File: src/rtl/cpcs_tx_gearbox.sv
// cpcs_tx_gearbox: TX width gearbox for the CorePCS 8b/10b encode path.
// Collects RATIO input words (data plus per-byte k/disp_sel/force_disp flags)
// into one RATIO-times-wider frame. The first word of a frame lands in the
// most-significant slot. Supports optional K28.5 idle fill on idle cycles,
// a realign pulse that restarts the frame at phase 0, and a sticky flag that
// records a realign which discarded a partially built frame.
module cpcs_tx_gearbox #(
  parameter int ENDEC_DWIDTH = 16,
  parameter int KWIDTH       = ENDEC_DWIDTH / 8,
  parameter int RATIO        = 2,
  parameter int FILL_IDLE    = 0
) (
  input  logic                               clk,
  input  logic                               rst_n,
  input  logic                               in_valid,
  input  logic [ENDEC_DWIDTH-1:0]            d_in,
  input  logic [KWIDTH-1:0]                  k_in,
  input  logic [KWIDTH-1:0]                  disp_sel_in,
  input  logic [KWIDTH-1:0]                  force_disp_in,
  input  logic                               align,
  input  logic                               clr_err,
  output logic [ENDEC_DWIDTH*RATIO-1:0]      dout,
  output logic [KWIDTH*RATIO-1:0]            kout,
  output logic [KWIDTH*RATIO-1:0]            disp_sel_out,
  output logic [KWIDTH*RATIO-1:0]            force_disp_out,
  output logic                               out_valid,
  output logic [$clog2(RATIO)-1:0]           phase,
  output logic                               align_err
);

  localparam int DW  = ENDEC_DWIDTH;
  localparam int AW  = (RATIO - 1) * DW;      // data accumulator width
  localparam int AKW = (RATIO - 1) * KWIDTH;  // flag accumulator width
  localparam int PW  = $clog2(RATIO);

  localparam logic [PW-1:0]     PH_ZERO = PW'(0);
  localparam logic [PW-1:0]     PH_ONE  = PW'(1);
  localparam logic [PW-1:0]     PH_LAST = PW'(RATIO - 1);

  // K28.5 idle word: every byte 8'hBC, every byte flagged as a K character.
  localparam logic [DW-1:0]     IDLE_D  = {KWIDTH{8'hBC}};
  localparam logic [KWIDTH-1:0] K_ONES  = {KWIDTH{1'b1}};
  localparam logic [KWIDTH-1:0] K_ZERO  = {KWIDTH{1'b0}};

  // Partial-frame accumulators; older words sit in the upper slots.
  logic [AW-1:0]           acc_data_q, acc_data_d;
  logic [AKW-1:0]          acc_k_q,    acc_k_d;
  logic [AKW-1:0]          acc_ds_q,   acc_ds_d;
  logic [AKW-1:0]          acc_fd_q,   acc_fd_d;

  // Registered frame outputs and control state.
  logic [DW*RATIO-1:0]     dout_q;
  logic [KWIDTH*RATIO-1:0] kout_q;
  logic [KWIDTH*RATIO-1:0] ds_out_q;
  logic [KWIDTH*RATIO-1:0] fd_out_q;
  logic                    out_valid_q;
  logic [PW-1:0]           phase_q,  phase_d;
  logic                    align_err_q, align_err_d;

  // Word actually taken this cycle (real input or idle substitute).
  logic                    accept_s;
  logic                    frame_ld_s;
  logic [DW-1:0]           w_data_s;
  logic [KWIDTH-1:0]       w_k_s;
  logic [KWIDTH-1:0]       w_ds_s;
  logic [KWIDTH-1:0]       w_fd_s;

  // Accumulator contents with the current word appended at the LS end.
  logic [DW*RATIO-1:0]     shift_data_s;
  logic [KWIDTH*RATIO-1:0] shift_k_s;
  logic [KWIDTH*RATIO-1:0] shift_ds_s;
  logic [KWIDTH*RATIO-1:0] shift_fd_s;

  // A word is taken on every valid cycle, and on every cycle when idle fill is on.
  assign accept_s = in_valid | (FILL_IDLE != 0);

  // Choose between the incoming word and the K28.5 idle word.
  always_comb begin
    w_data_s = IDLE_D;
    w_k_s    = K_ONES;
    w_ds_s   = K_ZERO;
    w_fd_s   = K_ZERO;
    if (in_valid) begin
      w_data_s = d_in;
      w_k_s    = k_in;
      w_ds_s   = disp_sel_in;
      w_fd_s   = force_disp_in;
    end else begin
      w_data_s = IDLE_D;
      w_k_s    = K_ONES;
      w_ds_s   = K_ZERO;
      w_fd_s   = K_ZERO;
    end
  end

  // Each field shifts by its own width so data and flag lanes never mix.
  assign shift_data_s = {acc_data_q, w_data_s};
  assign shift_k_s    = {acc_k_q,    w_k_s};
  assign shift_ds_s   = {acc_ds_q,   w_ds_s};
  assign shift_fd_s   = {acc_fd_q,   w_fd_s};

  // Next-state logic: phase advance, frame completion, realign and error flag.
  always_comb begin
    acc_data_d  = acc_data_q;
    acc_k_d     = acc_k_q;
    acc_ds_d    = acc_ds_q;
    acc_fd_d    = acc_fd_q;
    phase_d     = phase_q;
    frame_ld_s  = 1'b0;
    align_err_d = align_err_q;

    if (align) begin
      // Restart the frame; a word arriving with the pulse becomes slot 0.
      // Stale upper slots are don't-care: they are shifted out before use.
      if (accept_s) begin
        acc_data_d = shift_data_s[AW-1:0];
        acc_k_d    = shift_k_s[AKW-1:0];
        acc_ds_d   = shift_ds_s[AKW-1:0];
        acc_fd_d   = shift_fd_s[AKW-1:0];
        phase_d    = PH_ONE;
      end else begin
        phase_d    = PH_ZERO;
      end
    end else if (accept_s) begin
      acc_data_d = shift_data_s[AW-1:0];
      acc_k_d    = shift_k_s[AKW-1:0];
      acc_ds_d   = shift_ds_s[AKW-1:0];
      acc_fd_d   = shift_fd_s[AKW-1:0];
      if (phase_q == PH_LAST) begin
        phase_d    = PH_ZERO;
        frame_ld_s = 1'b1;
      end else begin
        phase_d    = phase_q + PH_ONE;
      end
    end else begin
      phase_d = phase_q;
    end

    // Set has priority over clear when both happen in the same cycle.
    if (align && (phase_q != PH_ZERO)) begin
      align_err_d = 1'b1;
    end else if (clr_err) begin
      align_err_d = 1'b0;
    end else begin
      align_err_d = align_err_q;
    end
  end

  // State and output registers; reset leaves an idle frame on the outputs.
  always_ff @(posedge clk or negedge rst_n) begin
    if (!rst_n) begin
      acc_data_q  <= {(RATIO-1){IDLE_D}};
      acc_k_q     <= {AKW{1'b1}};
      acc_ds_q    <= {AKW{1'b0}};
      acc_fd_q    <= {AKW{1'b0}};
      dout_q      <= {RATIO{IDLE_D}};
      kout_q      <= {(KWIDTH*RATIO){1'b1}};
      ds_out_q    <= {(KWIDTH*RATIO){1'b0}};
      fd_out_q    <= {(KWIDTH*RATIO){1'b0}};
      out_valid_q <= 1'b0;
      phase_q     <= PH_ZERO;
      align_err_q <= 1'b0;
    end else begin
      acc_data_q  <= acc_data_d;
      acc_k_q     <= acc_k_d;
      acc_ds_q    <= acc_ds_d;
      acc_fd_q    <= acc_fd_d;
      out_valid_q <= frame_ld_s;
      phase_q     <= phase_d;
      align_err_q <= align_err_d;
      if (frame_ld_s) begin
        dout_q   <= shift_data_s;
        kout_q   <= shift_k_s;
        ds_out_q <= shift_ds_s;
        fd_out_q <= shift_fd_s;
      end else begin
        dout_q   <= dout_q;
        kout_q   <= kout_q;
        ds_out_q <= ds_out_q;
        fd_out_q <= fd_out_q;
      end
    end
  end

  assign dout           = dout_q;
  assign kout           = kout_q;
  assign disp_sel_out   = ds_out_q;
  assign force_disp_out = fd_out_q;
  assign out_valid      = out_valid_q;
  assign phase          = phase_q;
  assign align_err      = align_err_q;

endmodule

File: config.mk
export PLATFORM = sky130hd
export DESIGN_NAME = cpcs_tx_gearbox
export DESIGN_NICKNAME = d
export VERILOG_FILES = /design/src/rtl/cpcs_tx_gearbox.sv
export SDC_FILE = /design/constraint.sdc
export NUM_CORES = 1
export LEC_CHECK = 0
export CAP_MARGIN = 10
export CORE_MARGIN = 10
export CORE_UTILIZATION = 48
export DETAILED_ROUTE_END_ITERATION = 7
export HOLD_SLACK_MARGIN = 0.12
export PLACE_DENSITY = 0.79
export SKIP_CTS_REPAIR_TIMING = 1
export SLEW_MARGIN = 40
export SYNTH_ARGS = -nofsm -noshare
export SYNTH_HDL_FRONTEND = slang
export SYNTH_SLANG_ARGS = --single-unit
File: constraint.sdc
create_clock -name clk -period 1.29 [get_ports clk]
set_input_delay 0.258 -clock clk [delete_from_list [all_inputs] [get_ports clk]]
set_output_delay 0.258 -clock clk [all_outputs]
set_load 0.03 [all_outputs]
==> impl_metrics.py <==
metrics = {
    "grt": {
        "grt_pass1_vias": 1745,
        "grt_overflow": 0,
        "track_usage": 0.126,
        "antenna_found_initial": 0,
        "grt_pass1_wl_mm": 8.90,
        "grt_max_degree": 32,
    },
    "outcome": {
        "status": "finished, final reports clean",
    },
    "power_and_ir_drop": {
        "pwr-share-comb": 0.379,
        "power_density_nw_per_um2": 1960,
        "p_switching_mw": 2.47,
        "total_power_mw": 7.56,
        "vdd_drop_max_mv": 1.06,
        "clock_power_share": 0.196,
        "seqPwrFrac": 0.426,
        "p_sw_frac": 0.327,
        "leakagePower_nw": 1.83,
        "p_int_mw": 5.09,
    },
    "critical_path": {
        "path_cells": "buf_12",
        "crit_slowest_cell": "dfstp_2",
        "cp_top_family": "flip-flops",
        "r2r_start": "phase",
        "regToRegSetupSlack_ps": 60,
        "worstSetupPathType": "reg -> out",
        "slowest_delay_ps": 570,
        "arrival_ps": 1020,
        "crit_required_ps": 1030,
        "crit_path_end_kind": "output pin",
        "cp-start-kind": "register",
        "cp-startpoint": "dout[15]",
        "worst-path-buf-inv": 1,
        "crit_fanout": 2,
    },
    "final_layout": {
        "fin_area_sq_um": 3850,
        "diodes": 0,
        "area_growth_pct": 38.6,
        "fillCellCount": 421,
        "utilization": 0.690,
        "fin_nets": 269,
        "drive_gt1_frac": 0.721,
        "seqCellArea_sq_um": 1770,
        "multi_input_area_sq_um": 933,
    },
    "route": {
        "wl_met3_um": 647,
        "top_layer": "met4",
        "routed_via_density": 4.79,
        "antenna_left": 0,
        "num_vias": 1529,
        "first_iter_violations": 32,
        "drtPass1Iterations": 4,
        "routed_wl_mm": 5.53,
        "wl_per_cell_um": 17.3,
        "wl_met2_mm": 2.42,
        "wirelength_met1_mm": 2.42,
        "drc": 0,
    },
    "sta": {
        "fmax_mhz": 783,
        "relSlewSlack": 0.731,
        "slew_violations": 0,
        "worst_clock_skew_ps": 8.35,
        "finalSetupTns_ps": 0,
        "fin_crit_ps": 1280,
        "fin_crit_sh": 0.990,
        "worst_slew_pin_slew_ps": 403,
        "layout_setup_ws_ps": 13.3,
        "hold_viol": 0,
        "rsz0062_at_grt": "yes",
        "finalSetupViolations": 0,
    },
    "floorplanning": {
        "num_rows": 27,
        "initial_core_util": 0.498,
        "io_pins": 74,
        "core-area_sq_um": 5570,
        "die_h_um": 96.1,
        "die_x_um": 96.1,
        "fp.dieArea_sq_um": 9230,
    },
    "clocking": {
        "cts_buffer_depth": 2,
        "cts_buffers": 9,
        "cts.clk_slew.worst_paths_ps": 70,
        "cts_root_buf": "clkbuf_8",
        "htree_levels": 3,
        "cts.sinks": 69,
        "tritoncts": "done",
        "clk_latency_ps": 330,
    },
    "placed_design": {
        "place_area_sq_um": 3550,
        "dp_hpwl_mm": 4.06,
        "gp_congestion": 0.709,
        "io_buffer_count": 73,
        "dpl_worst_slack_ps": -317,
    },
    "logic_synthesis": {
        "synth_top_area_cell": "dfstp_2",
        "yosys_warnings": 0,
        "ys_types": 13,
        "ys_seq_elements": 69,
        "syn-num-nets": 177,
        "synth_cells": 150,
        "synth_area_sq_um": 2780,
        "avgSynthCellArea_sq_um": 18.5,
        "ys_seq_area_frac": 0.638,
        "synth_top_area_frac": 0.341,
        "synth_area_leaders": "dfstp_2 34%, dfrtp_1 30%, mux2_4 21%",
    },
    "run": {
        "cap_viol_max_count": 0,
    },
    "min_path": {
        "hold_path.class": "in -> async",
    },
}
flip-flops by register name (all words and copies together) (netlist names):
| name | count |
|---|---|
| align_err | 1 |
| disp_sel_out | 4 |
| acc_fd_q | 2 |
| phase | 1 |
| acc_k_q | 2 |
| force_disp_out | 4 |
| out_valid | 1 |
| dout | 32 |
| acc_ds_q | 2 |
| kout | 4 |
| acc_data_q | 16 |
final timing paths:
path                                   end  cells past startpoint
max                               dout[15]                      1
min                                dout[6]                      2
max reg2reg                       dout[30]                      3
min reg2reg                disp_sel_out[2]                      1
max in group asynchronous          kout[1]                      3
min in group clk                 align_err                      2
worst reg2reg max path, stage by stage (launching register included):
cell and delay [ps]:
dfrtp_2 450, nand3b_4 160, buf_12 200, mux2_4 320
per-stage QoR:
step | cells | hold WS (ps)
2_1_floorplan | 150 | -37.6
6_report | 319 | 391
3_3_place_gp | 296 | 198
5_1_grt | 319 | 395
3_5_place_dp | 296 | 205
4_1_cts | 312 | -158
final cells by class:
type | instances | area share
sequential | 69 | 0.461
multi-input combinational | 71 | 0.243
timing repair buffer | 89 | 0.229
clock buffer | 14 | 0.0397
tap | 72 | 0.0234
clock inverter | 2 | 0.00260
inverter | 2 | 0.00195
synth_stat cells, drive strengths merged:
cell type / instances
buf: 8
nand3b: 1
dfrtp: 33
o21ai: 1
mux2: 66
xnor2: 1
nand2b: 1
nand2: 1
inv: 2
dfstp: 36
power by group through the flow:
stage	Sequential (mW)	Clock, mW	Combinational [mW]
finish	3.22	1.48	2.86
global route	3.29	1.65	3.02
CTS	3.18	1.53	2.68
detailed placement	3.20	0	2.69
global placement	3.20	0	2.63
floorplan	4.05	0	0.765
metal layers:
layer / track usage / vias to the layer above
met2: 0.178 / 60
li1: - / 709
met1: 0.155 / 756
met4: 0.0442 / 0
met5: 0 / -
met3: 0.0755 / 4
cells by family (layout without fill, tap and decap cells):
group / after synthesis / after routing / share of synthesized area
AO/OA/AOI/OAI: 1 / 1 / 0.00180
multiplexers: 66 / 66 / 0.320
AND/OR/NAND/NOR: 3 / 3 / 0.00766
flip-flops: 69 / 69 / 0.638
buffers and inverters: 10 / 107 / 0.0293
XOR/XNOR: 1 / 1 / 0.00315
placed cells by master, fill, tap and decap left out, types with 2 or more instances in the layout:
cell             synthesis  final
clkbuf_8                 0     10
dfstp_2                 36     36
buf_4                    1     32
mux2_2                  27     27
buf_12                   0      5
clkbuf_1                 0      4
dfrtp_1                 33     32
mux2_4                  39     39
clkdlybuf4s50_1          0     25
clkinv_2                 0      2
inv_1                    2      2
buf_6                    5     23
No activity file was read; power rests on OpenSTA's default activity.
